$ cat src/rtl/global_tag_router.sv
`default_nettype none
// ============================================================================
// Module   : global_tag_router
// Purpose  : Fans each global-tagged word out to the destinations selected by
//            a programmable per-tag mask; zero-mask words are dropped/counted.
// Revision : 1.0 - initial release
// ============================================================================
module global_tag_router #(
  parameter int NGLOBAL = 8,
  parameter int NTAG    = 11,
  parameter int NCT     = 9,
  parameter int NDEST   = 4,
  parameter int NDROP   = 16
) (
  input  logic                       clk,
  input  logic                       reset,
  input  logic                       in_v,
  output logic                       in_a,
  input  logic [NGLOBAL-1:0]         in_global_tag,
  input  logic [NTAG-1:0]            in_tag,
  input  logic [NCT-1:0]             in_ct,
  output logic                       out_v,
  input  logic                       out_a,
  output logic [$clog2(NDEST)-1:0]   out_dest,
  output logic [NTAG-1:0]            out_tag,
  output logic [NCT-1:0]             out_ct,
  input  logic                       conf_we,
  input  logic [NGLOBAL-1:0]         conf_addr,
  input  logic [NDEST-1:0]           conf_mask,
  output logic [NDROP-1:0]           drop_count
);

  localparam int DEPTH = 2 ** NGLOBAL;
  localparam int DW    = $clog2(NDEST);

  typedef enum logic [1:0] {
    IDLE   = 2'd0,
    LOOKUP = 2'd1,
    EMIT   = 2'd2
  } state_t;

  state_t             state_q, state_d;
  logic [NDEST-1:0]   table_q [DEPTH];
  logic [NDEST-1:0]   table_d [DEPTH];
  logic [NGLOBAL-1:0] gt_q, gt_d;
  logic [NTAG-1:0]    tag_q, tag_d;
  logic [NCT-1:0]     ct_q, ct_d;
  logic [NDEST-1:0]   rem_q, rem_d;
  logic [NDROP-1:0]   drop_q, drop_d;

  logic [NDEST-1:0]   lookup_mask;
  logic [NDEST-1:0]   rem_next;
  logic [DW-1:0]      low_idx;

  // table_q is the pre-edge value, so a same-cycle write is invisible to LOOKUP.
  always_comb begin
    table_d = table_q;
    if (conf_we) begin
      table_d[conf_addr] = conf_mask;
    end
  end

  always_comb begin
    low_idx = '0;
    for (int i = NDEST - 1; i >= 0; i--) begin
      if (rem_q[i]) begin
        low_idx = DW'(i);
      end
    end
  end

  assign lookup_mask = table_q[gt_q];
  assign rem_next    = rem_q & (rem_q - NDEST'(1));

  always_comb begin
    state_d = state_q;
    gt_d    = gt_q;
    tag_d   = tag_q;
    ct_d    = ct_q;
    rem_d   = rem_q;
    drop_d  = drop_q;
    case (state_q)
      IDLE: begin
        if (in_v) begin
          gt_d    = in_global_tag;
          tag_d   = in_tag;
          ct_d    = in_ct;
          state_d = LOOKUP;
        end
      end
      LOOKUP: begin
        rem_d = lookup_mask;
        if (lookup_mask == '0) begin
          if (drop_q != '1) begin
            drop_d = drop_q + NDROP'(1);
          end
          state_d = IDLE;
        end else begin
          state_d = EMIT;
        end
      end
      EMIT: begin
        if (out_a) begin
          rem_d = rem_next;
          if (rem_next == '0) begin
            state_d = IDLE;
          end
        end
      end
      default: state_d = IDLE;
    endcase
  end

  always_ff @(posedge clk or negedge reset) begin
    if (!reset) begin
      state_q <= IDLE;
      gt_q    <= '0;
      tag_q   <= '0;
      ct_q    <= '0;
      rem_q   <= '0;
      drop_q  <= '0;
      for (int i = 0; i < DEPTH; i++) begin
        table_q[i] <= '0;
      end
    end else begin
      state_q <= state_d;
      gt_q    <= gt_d;
      tag_q   <= tag_d;
      ct_q    <= ct_d;
      rem_q   <= rem_d;
      drop_q  <= drop_d;
      table_q <= table_d;
    end
  end

  assign in_a       = (state_q == IDLE);
  assign out_v      = (state_q == EMIT);
  assign out_dest   = low_idx;
  assign out_tag    = tag_q;
  assign out_ct     = ct_q;
  assign drop_count = drop_q;

endmodule
`default_nettype wire

$ cat config.mk
export PLATFORM = sky130hd
export DESIGN_NAME = global_tag_router
export DESIGN_NICKNAME = d
export VERILOG_FILES = /design/src/rtl/global_tag_router.sv
export SDC_FILE = /design/constraint.sdc
export NUM_CORES = 2
export LEC_CHECK = 0
export ABC_AREA = 1
export CORE_ASPECT_RATIO = 0.9
export CORE_UTILIZATION = 38
export DETAILED_ROUTE_END_ITERATION = 8
export PLACE_DENSITY = 0.55
export SLEW_MARGIN = 5
export SYNTH_ARGS = -nofsm -noshare
export SYNTH_HDL_FRONTEND = slang
export SYNTH_SLANG_ARGS = --single-unit
$ cat constraint.sdc
create_clock -name clk -period 2.68 [get_ports clk]
set_input_delay 0.536 -clock clk [delete_from_list [all_inputs] [get_ports clk]]
set_output_delay 0.536 -clock clk [all_outputs]
set_load 0.02 [all_outputs]
# ---- Word-level counts from Yosys, hierarchy flattened
# Index checks and enable logic that the tools add are counted.
dict set report word_totals {
  wordCells 302
  out_inout_bits 40
  register_bits 1074
}
dict set report classes {
  n_lt_le_gt_ge 3
  n_eq_ne 6
  add_sub_neg 2
  muxes 17
  reduce_logical 9
  bitwise_logic 3
}
# operator count
set ops {}
lappend ops {{1024-bit bitwise mux} 1}
lappend ops {{4-bit binary-select mux with 8-bit select} 1}
lappend ops {{4-bit demux with 8-bit select} 1}
lappend ops {{9-bit greater-or-equal comparator (second input constant)} 2}
lappend ops {{8-bit inverter with 9-bit output} 2}
lappend ops {{16-bit by 1-bit adder with 16-bit output (second input constant)} 1}
lappend ops {{2-bit two-way mux} 8}
lappend ops {{4-bit two-way mux} 4}
lappend ops {{16-bit inequality test (second input constant)} 1}
lappend ops {{9-bit by 1-bit less-than comparator with 1-bit output (second input constant)} 1}
lappend ops {{4-bit logical NOT} 2}
lappend ops {{4-bit case mux with 2 select lines} 1}
lappend ops {{2-bit case mux with 3 select lines} 1}
lappend ops {{3-bit AND reduction} 2}
lappend ops {{4-bit bitwise AND} 1}
lappend ops {{2-bit by 1-bit inequality test with 1-bit output (second input constant)} 2}
lappend ops {{2-bit AND reduction} 2}
lappend ops {{4-bit by 1-bit subtractor with 4-bit output (second input constant)} 1}
lappend ops {{2-bit by 1-bit == test with 1-bit output (second input constant)} 1}
lappend ops {{2-bit == test (second input constant)} 1}
lappend ops {{2-bit logical NOT} 1}
lappend ops {{2-bit inequality test (second input constant)} 1}
lappend ops {{2-bit nonzero test} 1}
lappend ops {{1-bit logical AND} 1}

# ---- Longest topological paths before layout
dict set report depth {
  depth_word 7
  ltp_mapped 20
  ltp_nobuf 16
}

# ---- Worst setup path before layout
# No wires, ideal clock.
dict set report synth_path {
  kind {reg-to-reg}
  start {register drop_q[0] (netlist: drop_count[0])}
  end {register drop_q[11] (netlist: drop_count[11])}
  path_slack_ns 0.299
  setup_time_ns 0.065
  n_path_buf 2
  path_stages_with_launch 11
  arrival_ns 2.316
  cell_sequence {dfrtp_1 ha_1 inv_1 nor4_1 nand2_1 or4_1 buf_2 nand4_2 buf_2 nand2_1 nand2_1}
}
dict set report synth_between {
  elab_chain_cells 2
  word_cells_on_any_way 3
  cone_classes {add/sub: 1; eq/ne: 1; reduce/logical: 1}
}
# element line
set synth_rtl {}
lappend synth_rtl {{start, declared} 49} ;# logic [NDROP-1:0] drop_q, drop_d;
lappend synth_rtl {{start signal, assigned} 131} ;# drop_q <= drop_d;
lappend synth_rtl {{branches (longest 2 deep; another with 16-bit by 1-bit adder with 16-bit output)} --}
# Several ways; the timed one is not identified.
# A chain may end at the register's enable or synchronous reset.

# ---- Worst setup path after layout
dict set report layout_path {
  start {register gt_q[0]}
  end {register drop_q[2] (netlist: drop_count[2])}
}
dict set report layout_between {
  elab_chain_cells 6
}
# element line
set layout_rtl {}
lappend layout_rtl {{start, declared} 45} ;# logic [NGLOBAL-1:0] gt_q, gt_d;
lappend layout_rtl {{start signal, assigned} 127} ;# gt_q <= gt_d;
lappend layout_rtl {{8-bit inverter with 9-bit output (implied by the code)} 72} ;# assign lookup_mask = table_q[gt_q];
lappend layout_rtl {{4-bit binary-select mux with 8-bit select} 72}
lappend layout_rtl {{4-bit two-way mux (implied by the code) (2 in series)} 72}
lappend layout_rtl {{4-bit logical NOT} 93} ;# if (lookup_mask == '0) begin
lappend layout_rtl {{3-bit AND reduction (no line)} --}
# Every way passes these cells. The select of a mux whose other input is x is not followed.

==> impl_metrics.toml <==
[timing]
worst_pin_slew_ns = 0.696
slew_violations = 0
finalHoldViolations = 0
setup_violations = 17
setup_ws_ns = -0.287
finalClockSkew_ns = 0.0284
fin_crit_sh = 1.11
timing.setup.tns_ns = -4.29
rsz0062_at_grt = "true"
slew_headroom = 0.533
fmax_ghz = 0.337
fin_crit_ns = 2.97

[cells_and_area]
area_growth_pct = 22.4
final_cell_mix = "nand2_1 (2424), dfrtp_1 (1070), o21ai_0 (991)"
final_util = 0.470
layout_commonest_cell = "nand2_1"
n_antenna_cell = 0
final_area_um2 = 59900
drive_above_1_share = 0.110
final_nets = 6388

[power]
p_leak_uw = 0.0264
power_density_nw_per_um2 = 948
p_sw_frac = 0.370
seqPwrFrac = 0.317
peakVddDrop_v = 0.000581
finalPower_uw = 56800
p_comb_frac = 0.379
p_switching_uw = 21000
clockPowerShare = 0.305
p_int_uw = 35800

[clock_tree]
clk_path_buf_depth = 3
cts.sinks = 1074
cts_max_level = 3
clkLatencyLatePin_ns = 0.74
cts_tree = "done"
path_clk_slew_ns = 0.06
cts_buffers = 118
cts_root_buf = "clkbuf_16"

[yosys]
yosysUniqueCellTypes = 28
async_flop_share = 1.00
synthFlopType = "dfrtp_1"
netlist_area_um2 = 49000
synth_warnings = 0
avgSynthCellArea_um2 = 7.96
synth_edf_count = 0
ys_seq_area_frac = 0.549
synth-seq-cells = 1074
syn_nets = 6201
synthCells = 6155

[critical_path]
cpMaxStageDelayCell = "dfrtp_4"
path_common_cell = "nand2_1"
crit_chain = "buf_12, buf_12, buf_8, nand2_1, nand3_1, nand3_1, nand3_2, nand3_2, nand2_1, nand2_1, nand3_4, nand3_2, nand2_2, nor2_4, buf_6, nand2_2, nor2_4, clkbuf_16, nand3_1, nand2_1"
startpoint_type = "flip-flop"
critPathCaptureType = "flip-flop"
path_max_fanout = 34
criticalPathCategory = "reg -> reg"
critPathTopFamily = "simple AND/OR/NAND/NOR gates"
crit_arrival_ns = 3.65
required_ns = 3.36
cp_num_buf_inv = 5
max_stage_delay_ns = 0.53

[die]
fp.dieW_um = 380
io_pins = 85
die_area_um2 = 130000
core_um2 = 127000
die_h_um = 343
num_rows = 124
initial_utilization = 0.384

[placement]
post-place-ws_ns = -0.502
dpl.hpwl_um = 104000
port_buffers = 84
dpl-instance-area_um2 = 54100
gp_congestion = 0.874

[routing]
vias = 43800
first_iter_violations = 4586
first_pass_iters = 8
wl_um = 168000
via_per_inst = 5.37
route.detailed.drc = 0
antenna_left = 0
routedWlPerCell_um = 20.6

[grt]
grt_util_met1 = 0.381
grt_antenna_before_repair = 1
top_usage_layer = "met2"
grt_use_total = 0.254
grt_pass1_wl_um = 258000
grt-ovfl-total = 0
use_met2 = 0.382
grt_pass1_vias = 41400
met3_usage = 0.0367
grt_max_degree = 109

[hold_path]
min_path_type = "in -> async"

[run_status]
outcome = "finished with violations"
violations = "setup timing"

[job]
cap_violations = 0
==> layout make-up <==
| class | instances | area [um2] |
|---|---|---|
| Inverter | 57 | 277 |
| Timing Repair Buffer | 441 | 5640 |
| Clock inverter | 52 | 688 |
| Timing Repair inverter | 2 | 25.0 |
| Sequential cell | 1074 | 26900 |
| Tap cell | 1701 | 2130 |
| Clock buffer | 167 | 3450 |
| Multi-Input combinational cell | 4648 | 20800 |
| Fill cell | 12400 | 67500 |
==> through the flow <==
step | hold slack (ns) | std cells
after floorplan | 0.240 | 6155
after global placement | 0.462 | 7881
after detailed placement | 0.467 | 7881
after CTS | 0.276 | 8132
after global routing | 0.294 | 8142
final | 0.318 | 8142
==> power by group through the flow <==
stage / combinational [uW] / sequential (uW) / clock (uW)
CTS: 20300 / 17900 / 17600
global placement: 18100 / 18300 / 0
finish: 21500 / 18000 / 17300
detailed placement: 18200 / 18300 / 0
floorplan: 9960 / 18200 / 0
global route: 22900 / 18100 / 18300
==> registers in the layout, indices dropped and copies added, names as in the netlist <==
name	count
out_tag	11
state_q	2
out_ct	9
rem_q	4
gt_q	8
drop_count	16
table_q	1024
==> what timing repair did <==
item                       4_1_cts  5_1_grt
hold buffers                     1        0
pin swaps                        8        8
setup endpoints to repair       22       23
setup buffers                   18        2
hold endpoints to repair        15        0
gates resized for setup        105       79
gates cloned                    13        8
==> path summary, 6_finish.rpt <==
kind	from	endpoint	slack, ns	cells past startpoint
worst max-delay path	gt_q[0]	drop_count[2]	-0.29	20
worst min-delay path	reset	table_q[922]	0.32	2
worst max register to register	gt_q[0]	drop_count[2]	-0.29	20
worst min register to register	out_tag[6]	out_tag[6]	0.48	2
max in group asynchronous	reset	table_q[335]	1.34	3
min in group clk	in_ct[7]	out_ct[7]	0.33	3
==> Yosys cell counts, types with 2 or more instances <==
library cell	instances	area [um2]
nand2_1	2446	9180
dfrtp_1	1074	26900
nand3_1	1005	5030
o21ai_0	993	4970
clkbuf_1	197	739
buf_2	145	726
nor2_1	99	372
a21oi_1	52	260
inv_1	51	191
nor3_1	26	130
buf_1	14	52.6
buf_6	13	146
xor2_1	10	87.6
buf_4	7	52.6
nor4_1	4	25.0
clkinv_1	3	11.3
xnor2_1	3	26.3
inv_2	2	7.51
nor2_2	2	12.5
==> metal layers <==
| layer | vias to the layer above | wire (um) | part of all wire |
|---|---|---|---|
| met3 | 260 | 10500 | 0.062 |
| met4 | 0 | 4510 | 0.027 |
| met2 | 1401 | 72800 | 0.43 |
| met5 | - | 0 | 0 |
| li1 | 20800 | - | - |
| met1 | 21300 | 79900 | 0.48 |
==> logic make-up (layout without fill, tap and decap cells) <==
logic type | Yosys count | after routing | share of synthesized area
compound gates | 1046 | 1046 | 0.107
xor+xnor | 13 | 13 | 0.00232
fa+ha+maj | 1 | 1 | 0.000255
buf+inv | 433 | 719 | 0.0395
flops | 1074 | 1074 | 0.549
simple gates | 3588 | 3588 | 0.302
No activity file was read; power rests on OpenSTA's default activity.
